## config.mk

```make
export PLATFORM = sky130hd
export DESIGN_NAME = ntt_bt_sched
export DESIGN_NICKNAME = d
export VERILOG_FILES = /design/src/rtl/ntt_bt_sched.sv
export SDC_FILE = /design/constraint.sdc
export NUM_CORES = 1
export LEC_CHECK = 0
export BUFFER_PORTS_ARGS = -buffer_cell sky130_fd_sc_hd__buf_2
export CAP_MARGIN = 25
export CORE_UTILIZATION = 44
export CTS_CLUSTER_SIZE = 30
export DETAILED_ROUTE_END_ITERATION = 10
export SYNTH_ARGS = -nofsm -noshare
export SYNTH_HDL_FRONTEND = slang
export SYNTH_SLANG_ARGS = --single-unit
```

## constraint.sdc

```tcl
create_clock -name clk -period 4.2 [get_ports clk]
set_clock_uncertainty 0.05 [all_clocks]
set_input_delay 0.42 -clock clk [delete_from_list [all_inputs] [get_ports clk]]
set_output_delay 0.42 -clock clk [all_outputs]
set_load 0.005 [all_outputs]
```

## src/rtl/ntt_bt_sched.sv

```systemverilog
// ntt_bt_sched: butterfly sequencer for the 256-point ML-DSA NTT/INTT.
// Walks 8 stages x 128 butterflies. Each issue cycle it emits a read pair, a zeta
// index and the BT mode. Write-back addresses are replayed through a D-deep
// shift register (D = RD_LAT + BT_LAT).
// Optional macro NTT_BT_SCHED_STALL_EN adds a stall input and a bt_ce output.
module ntt_bt_sched #(
  parameter int RD_LAT = 1,
  parameter int BT_LAT = 4
) (
  input  logic       clk,
  input  logic       reset,
`ifdef NTT_BT_SCHED_STALL_EN
  input  logic       stall,
  output logic       bt_ce,
`endif
  input  logic       start,
  input  logic       mode,
  output logic       busy,
  output logic       done,
  output logic       rd_en,
  output logic [7:0] rd_addr_a,
  output logic [7:0] rd_addr_b,
  output logic [7:0] zeta_idx,
  output logic       bt_mode,
  output logic [2:0] stage,
  output logic       wr_en,
  output logic [7:0] wr_addr_a,
  output logic [7:0] wr_addr_b
);
  localparam int D  = RD_LAT + BT_LAT;
  localparam int CW = $clog2(D + 1);

  localparam logic [1:0] IDLE  = 2'd0;
  localparam logic [1:0] ISSUE = 2'd1;
  localparam logic [1:0] DRAIN = 2'd2;
  localparam logic [1:0] FIN   = 2'd3;

  logic [1:0]          r_state;
  logic [6:0]          r_c;
  logic [2:0]          r_s;
  logic                r_mode;
  logic [CW-1:0]       r_dcnt;
  logic [D-1:0]        r_vld_pipe;
  logic [D-1:0][7:0]   r_pa;
  logic [D-1:0][7:0]   r_pb;

  logic       w_hold;
  logic       w_issue;
  logic [2:0] w_l;
  logic [7:0] w_len;
  logic [7:0] w_g;
  logic [7:0] w_o;
  logic [7:0] w_a;
  logic [7:0] w_b;
  logic [8:0] w_z9;
  logic [7:0] w_zeta;

`ifdef NTT_BT_SCHED_STALL_EN
  assign w_hold = stall;
  assign bt_ce  = ~stall;
`else
  assign w_hold = 1'b0;
`endif

  assign w_issue = (r_state == ISSUE);

  // Address/zeta generation; w_l is log2(len) so every multiply becomes a shift.
  always_comb begin
    w_l    = r_mode ? r_s : (3'd7 - r_s);
    w_len  = 8'd1 << w_l;
    w_g    = {1'b0, r_c} >> w_l;
    w_o    = {1'b0, r_c} & (w_len - 8'd1);
    w_a    = (w_g << ({1'b0, w_l} + 4'd1)) | w_o;
    w_b    = w_a + w_len;
    // INTT base 256>>s wraps to 0 for s=0 in 8 bits, which still gives 255-g.
    w_z9   = (9'd256 >> r_s) - 9'd1 - {1'b0, w_g};
    w_zeta = r_mode ? w_z9[7:0] : ((8'd1 << r_s) + w_g);
  end

  assign busy      = (r_state == ISSUE) || (r_state == DRAIN);
  assign done      = (r_state == FIN) & ~w_hold;
  assign rd_en     = w_issue & ~w_hold;
  assign rd_addr_a = w_issue ? w_a : 8'd0;
  assign rd_addr_b = w_issue ? w_b : 8'd0;
  assign zeta_idx  = w_issue ? w_zeta : 8'd0;
  assign bt_mode   = r_mode;
  assign stage     = busy ? r_s : 3'd0;
  assign wr_en     = r_vld_pipe[D-1] & ~w_hold;
  assign wr_addr_a = r_pa[D-1];
  assign wr_addr_b = r_pb[D-1];

  // Sequencer FSM: issue 128 pairs, drain D cycles so the next stage sees written data.
  always_ff @(posedge clk or negedge reset) begin
    if (!reset) begin
      r_state <= IDLE;
      r_c     <= '0;
      r_s     <= '0;
      r_mode  <= 1'b0;
      r_dcnt  <= '0;
    end else if (!w_hold) begin
      case (r_state)
        IDLE: if (start) begin
          r_state <= ISSUE;
          r_c     <= '0;
          r_s     <= '0;
          r_mode  <= mode;
        end
        ISSUE: begin
          r_c <= r_c + 7'd1;
          if (r_c == 7'd127) begin
            r_state <= DRAIN;
            r_dcnt  <= CW'(D);
          end
        end
        DRAIN: begin
          if (r_dcnt == CW'(1)) begin
            if (r_s == 3'd7) begin
              r_state <= FIN;
            end else begin
              r_state <= ISSUE;
              r_s     <= r_s + 3'd1;
              r_c     <= '0;
            end
          end else begin
            r_dcnt <= r_dcnt - CW'(1);
          end
        end
        default: begin
          r_state <= IDLE;
          r_s     <= '0;
        end
      endcase
    end
  end

  // Write-back delay line: exact copy of the issue strobe and addresses D cycles later.
  always_ff @(posedge clk or negedge reset) begin
    if (!reset) begin
      r_vld_pipe <= '0;
      r_pa       <= '0;
      r_pb       <= '0;
    end else if (!w_hold) begin
      r_vld_pipe[0] <= w_issue;
      r_pa[0]       <= rd_addr_a;
      r_pb[0]       <= rd_addr_b;
      for (int i = 1; i < D; i++) begin
        r_vld_pipe[i] <= r_vld_pipe[i-1];
        r_pa[i]       <= r_pa[i-1];
        r_pb[i]       <= r_pb[i-1];
      end
    end
  end
endmodule

```

# After elaboration in Yosys (flattened, before gate mapping)
# Index checks and enable logic that the tools add are counted.
# word_totals
output_inout_bits	48
reg_bits	101
word_cells	76
input_bits	4
# op_classes
n_eq_ne	11
addsub	10
reduce_logical	9
shift	5
n_mux	22
n_bitwise	3
# ops
operator	n
two-way mux 8 bit	4
two-way mux 3 bit	7
two-way mux 7 bit	3
case mux 7 bit (3 select lines)	1
adder 8 bit	2
left shift 1 x 3 -> 8 bit (first input constant)	2
subtractor 8 x 1 -> 8 bit (second input constant)	2
case mux 3 bit (3 select lines)	1
right shift 9 x 3 -> 8 bit (first input constant)	1
AND 7 x 8 -> 8 bit	1
two-way mux 2 bit	4
bitwise OR 8 bit	1
AND reduction 4 bit	2
left shift 8 x 4 -> 8 bit	1
right shift 7 x 3 -> 8 bit	1
subtractor 8 bit	1
adder 7 x 1 -> 7 bit (second input constant)	1
== test 7 bit (second input constant)	1
!= test 2 bit (second input constant)	3
case mux 2 bit (3 select lines)	1
case mux 3 bit (2 select lines)	1
AND reduction 3 bit	2
adder 3 x 1 -> 4 bit (second input constant)	1
== test 2 bit (second input constant)	2
other kinds (13)	14

# Longest topological paths before layout
# logic_depth
ltp_word	8
mapped_depth	21
mapped_depth_nobuf	19

# Worst setup path after synthesis
# Ideal clock, no wire load.
# synth_timing
kind	register to output
startpoint	reg r_s[0]
endpoint	out rd_addr_b[7]
stages_incl_launch_ff	19
path_slack_ns	-0.092
path_buffers	3
t_arrival_ns	3.822
t_required_ns	3.730
path_cell_list	dfrtp_1 -> buf_6 -> buf_4 -> clkinv_1 -> nand2_1 -> nor2_1 -> nor2_1 -> inv_1 -> ha_1 -> clkbuf_1 -> o221ai_1 -> o21ai_0 -> ha_1 -> a21o_1 -> a21o_1 -> a21o_1 -> a21o_1 -> o21a_1 -> o21a_1
# synth_via
elab_chain_len	8
elab_cells_between_ends	11
# synth_lines
item	line	text
start, declared	40	logic [2:0] r_s;
start signal, assigned	121	r_s <= r_s + 3'd1;
subtractor 3 bit	69	w_l = r_mode ? r_s : (3'd7 - r_s);
two-way mux 3 bit (*)	69	
left shift 1 x 3 -> 8 bit	70	w_len = 8'd1 << w_l;
subtractor 8 x 1 -> 8 bit	72	w_o = {1'b0, r_c} & (w_len - 8'd1);
AND 7 x 8 -> 8 bit	72	
bitwise OR 8 bit	73	w_a = (w_g << ({1'b0, w_l} + 4'd1)) | w_o;
adder 8 bit (*)	74	w_b = w_a + w_len;
two-way mux 8 bit (*)	84	assign rd_addr_b = w_issue ? w_b : 8'd0;
end, declared	22	output logic [7:0] rd_addr_b,
# Every way passes the cells marked *; elsewhere a longest branch is shown, timed or not.

# Worst setup path in the final report
# layout_timing
startpoint	reg r_mode (netlist: bt_mode)
endpoint	out zeta_idx[6]
# layout_via
elab_chain_len	5
elab_cells_between_ends	6
# layout_lines
item	line	text
start, declared	41	logic r_mode;
start signal, assigned	106	r_mode <= mode;
two-way mux 3 bit	69	
right shift 7 x 3 -> 8 bit	71	w_g = {1'b0, r_c} >> w_l;
adder 8 bit / subtractor 8 bit (equally long branches)	77, 76	
two-way mux 8 bit (*)	77	w_zeta = r_mode ? w_z9[7:0] : ((8'd1 << r_s) + w_g);
two-way mux 8 bit (*)	85	assign zeta_idx = w_issue ? w_zeta : 8'd0;
end, declared	23	output logic [7:0] zeta_idx,
# Marks and branches as above.

==> flow_summary.json <==
{
  "area_delta_synth_final_pct": 22.4,
  "grt_pass1_vias": 4050,
  "met2_usage": 0.377,
  "ios": 52,
  "cts_tree": "built",
  "synth-edff-count": 0,
  "dp_hpwl_um": 9750,
  "fin_crit_ps": 4230,
  "clk_path_buf_depth": 2,
  "overflow": 0,
  "firstDrtPassIters": 4,
  "cts-buffers-inserted": 9,
  "antenna_cells": 0,
  "synthArstFlopShare": 1.00,
  "path_max_fanout": 7,
  "fmax_ghz": 0.236,
  "drt_iter0_drc": 308,
  "coreArea_um2": 11700,
  "synthCells": 527,
  "seq_area_um2": 2530,
  "crit_path_end_kind": "output port",
  "vdd_drop_max_mv": 0.447,
  "fill_cells": 1009,
  "worst_hold_path_type": "primary input to async pin",
  "violations": "negative setup slack",
  "synthTopCellsByCount": "101 x dfrtp_1, 53 x nand2_1, 36 x ha_1",
  "dp_cells": 725,
  "wirelength_um": 13500,
  "vias_per_cell": 5.47,
  "syn_area_per_cell_um2": 10.2,
  "rows": 39,
  "place_area_um2": 5930,
  "tns_ps": -29.2,
  "grt.busiest_layer": "met2",
  "finalSetupViolCount": 1,
  "routed-via-count": 4132,
  "drv_slew": 0,
  "gp_congestion": 0.930,
  "finalHoldViolations": 0,
  "worstSetupPathType": "flop to output port",
  "fin_crit_sh": 1.01,
  "grtUsageMet3": 0.0459,
  "synth_area_leader_cell": "dfrtp_1",
  "h-tree-depth": 3,
  "clock_latency_ps": 350,
  "routedWlPerCell_um": 17.9,
  "crit_required_ps": 3730,
  "yosys_warnings": 0,
  "maxCapViolCount": 0,
  "grt_max_degree": 72,
  "tightest_slew_ps": 856,
  "fin_area_um2": 6580,
  "power_leakage_nw": 3.20,
  "postCtsHoldBufs": 0,
  "grt_pass1_wl_um": 21500,
  "start_util": 0.461,
  "die_w_um": 113,
  "cts.clk_slew.worst_paths_ps": 70,
  "fin_ws_ps": -29.2,
  "multiInputGateArea_um2": 2710,
  "power_density_nw_per_um2": 650,
  "ys_ff_latch": 101,
  "ant_nets": 0,
  "syn_nets": 569,
  "portBuffers": 51,
  "drc": 0,
  "track_usage": 0.225,
  "yosys.area.top_type_share": 0.470,
  "yosysSeqAreaShare": 0.470,
  "ys_top_cells_by_area": "dfrtp_1 47%, ha_1 8.4%, nand2_1 3.7%, a21oi_1 2.7%, o21ai_0 2.4%",
  "status": "complete, but fails checks",
  "slew_headroom": 0.429,
  "final_cells": 755,
  "rsz0062_at_grt": "true",
  "synth_cell_types": 68,
  "die_h_um": 113,
  "antenna_found_initial": 0,
  "synth.most_common_cell": "dfrtp_1",
  "syn_area_um2": 5370,
  "root_buffer": "clkbuf_16",
  "nets": 650,
  "ys_dominant_reg_cell": "dfrtp_1",
  "cp_data_arrival_time_ps": 3760,
  "groute.layer.met1.usage": 0.284,
  "cp-start-kind": "flop",
  "clkSinkCount": 101,
  "whs_ps": 154,
  "post_route_cells_drive_above_1_share": 0.310,
  "fp.dieArea_um2": 12700,
  "dp_slack_ps": 31.0
}
==> sequential cells by signal, indices dropped and copies added, names as in the netlist <==
register and flops:
bt_mode 1, r_pb 32, r_state 2, wr_addr_b 8, r_dcnt 3, r_vld_pipe 5, wr_addr_a 8, r_c 7
r_pa 32, r_s 3
==> logic make-up (layout without fill, tap and decap cells) <==
| group | after synthesis | after routing | synth area share |
|---|---|---|---|
| muxes | 14 | 14 | 0.0342 |
| buffers and inverters | 70 | 155 | 0.0650 |
| xor gates and xnor gates | 20 | 20 | 0.0326 |
| and+or+nand+nor | 154 | 154 | 0.140 |
| DFF | 101 | 101 | 0.470 |
| AOI/OAI and AO/OA | 130 | 130 | 0.166 |
| adders and majority gates | 38 | 38 | 0.0913 |
==> metrics by stage <==
step | total power [mW] | utilization
2_1_floorplan | 2.52 | -
3_3_place_gp | 3.26 | 0.509
3_5_place_dp | 3.26 | 0.509
4_1_cts | 4.14 | 0.546
5_1_grt | 4.58 | 0.564
6_report | 4.28 | 0.564
==> cell type report <==
type                       count  area share
sequential                   101       0.385
inverter                      29      0.0167
timing repair buffer         111       0.117
tap                          143      0.0272
multi-input combinational    356       0.412
clock buffer                   9      0.0342
clock inverter                 6     0.00761
==> where the power goes <==
group	internal (mW)	switching (mW)	total, mW
combinational	0.970	1.25	2.22
sequential	1.20	0.0978	1.30
clock	0.403	0.357	0.760
total	2.57	1.70	4.28
==> final timing paths <==
path                                     startpoint                  end  slack (ps)  cells after the start
max in group asynchronous                     reset   r_pb[22]$_DFF_PN0_        3050                      2
worst max register to register  bt_mode$_DFFE_PN0P_    r_pb[6]$_DFF_PN0_         820                     15
worst max-delay path            bt_mode$_DFFE_PN0P_          zeta_idx[6]         -30                     16
worst min register to register    r_pb[1]$_DFF_PN0_    r_pb[9]$_DFF_PN0_         290                      0
worst min-delay path                          reset   r_c[2]$_DFFE_PN0P_         150                      1
min in group clk                               mode  bt_mode$_DFFE_PN0P_         250                      2
==> layer usage <==
layer | part of all wire | vias to the layer above
li1 | - | 1988
met1 | 0.44 | 2006
met2 | 0.49 | 110
met3 | 0.038 | 28
met4 | 0.034 | 0
met5 | 0 | -
==> critical path, stage by stage, from the launching register on <==
cell      delay, ps
dfrtp_2         470
nand2b_4        150
mux4_2          530
a311oi_4        330
nor2_2           70
inv_1            60
ha_2            180
inv_2            40
fa_2            330
nor2b_1         130
o21ai_1          80
a21boi_1        180
o21a_1          160
nor3_2           40
or3b_4          370
a21oi_2         130
buf_2           130
==> placed cells by master, fill, tap and decap left out, types with 4 or more instances in the layout <==
cell type   netlist  final
buf_2             6     50
a21oi_1          29     23
o21ai_1           2      4
buf_4            17     56
clkbuf_16         0     10
ha_1             36     31
nor2_2            1      4
and2_1           15     15
nor2b_1           7      7
a21o_1            9      9
o22ai_1           8      7
nand3_1          12     12
nor3_1            7      5
xnor2_1           9      9
mux2_2            5      5
nor2_1           34     29
nand2b_1          7      5
o21ai_0          26     22
dfrtp_2           0      5
nand2_1          53     51
clkinvlp_4        0      4
xor2_1           11     10
a211oi_1          6      5
mux2i_1           6      4
a21oi_2           2      8
o31ai_1           5      5
inv_1            26     25
dfrtp_1         101     96
o21a_1            7      7
==> what timing repair did <==
item / CTS / global route
resized for setup: 25 / 34
pin swaps: 10 / 15
gates cloned: 0 / 1
setup buffers: 9 / 5
setup endpoints to repair: 6 / 7
(Power assumes the default switching activity.)
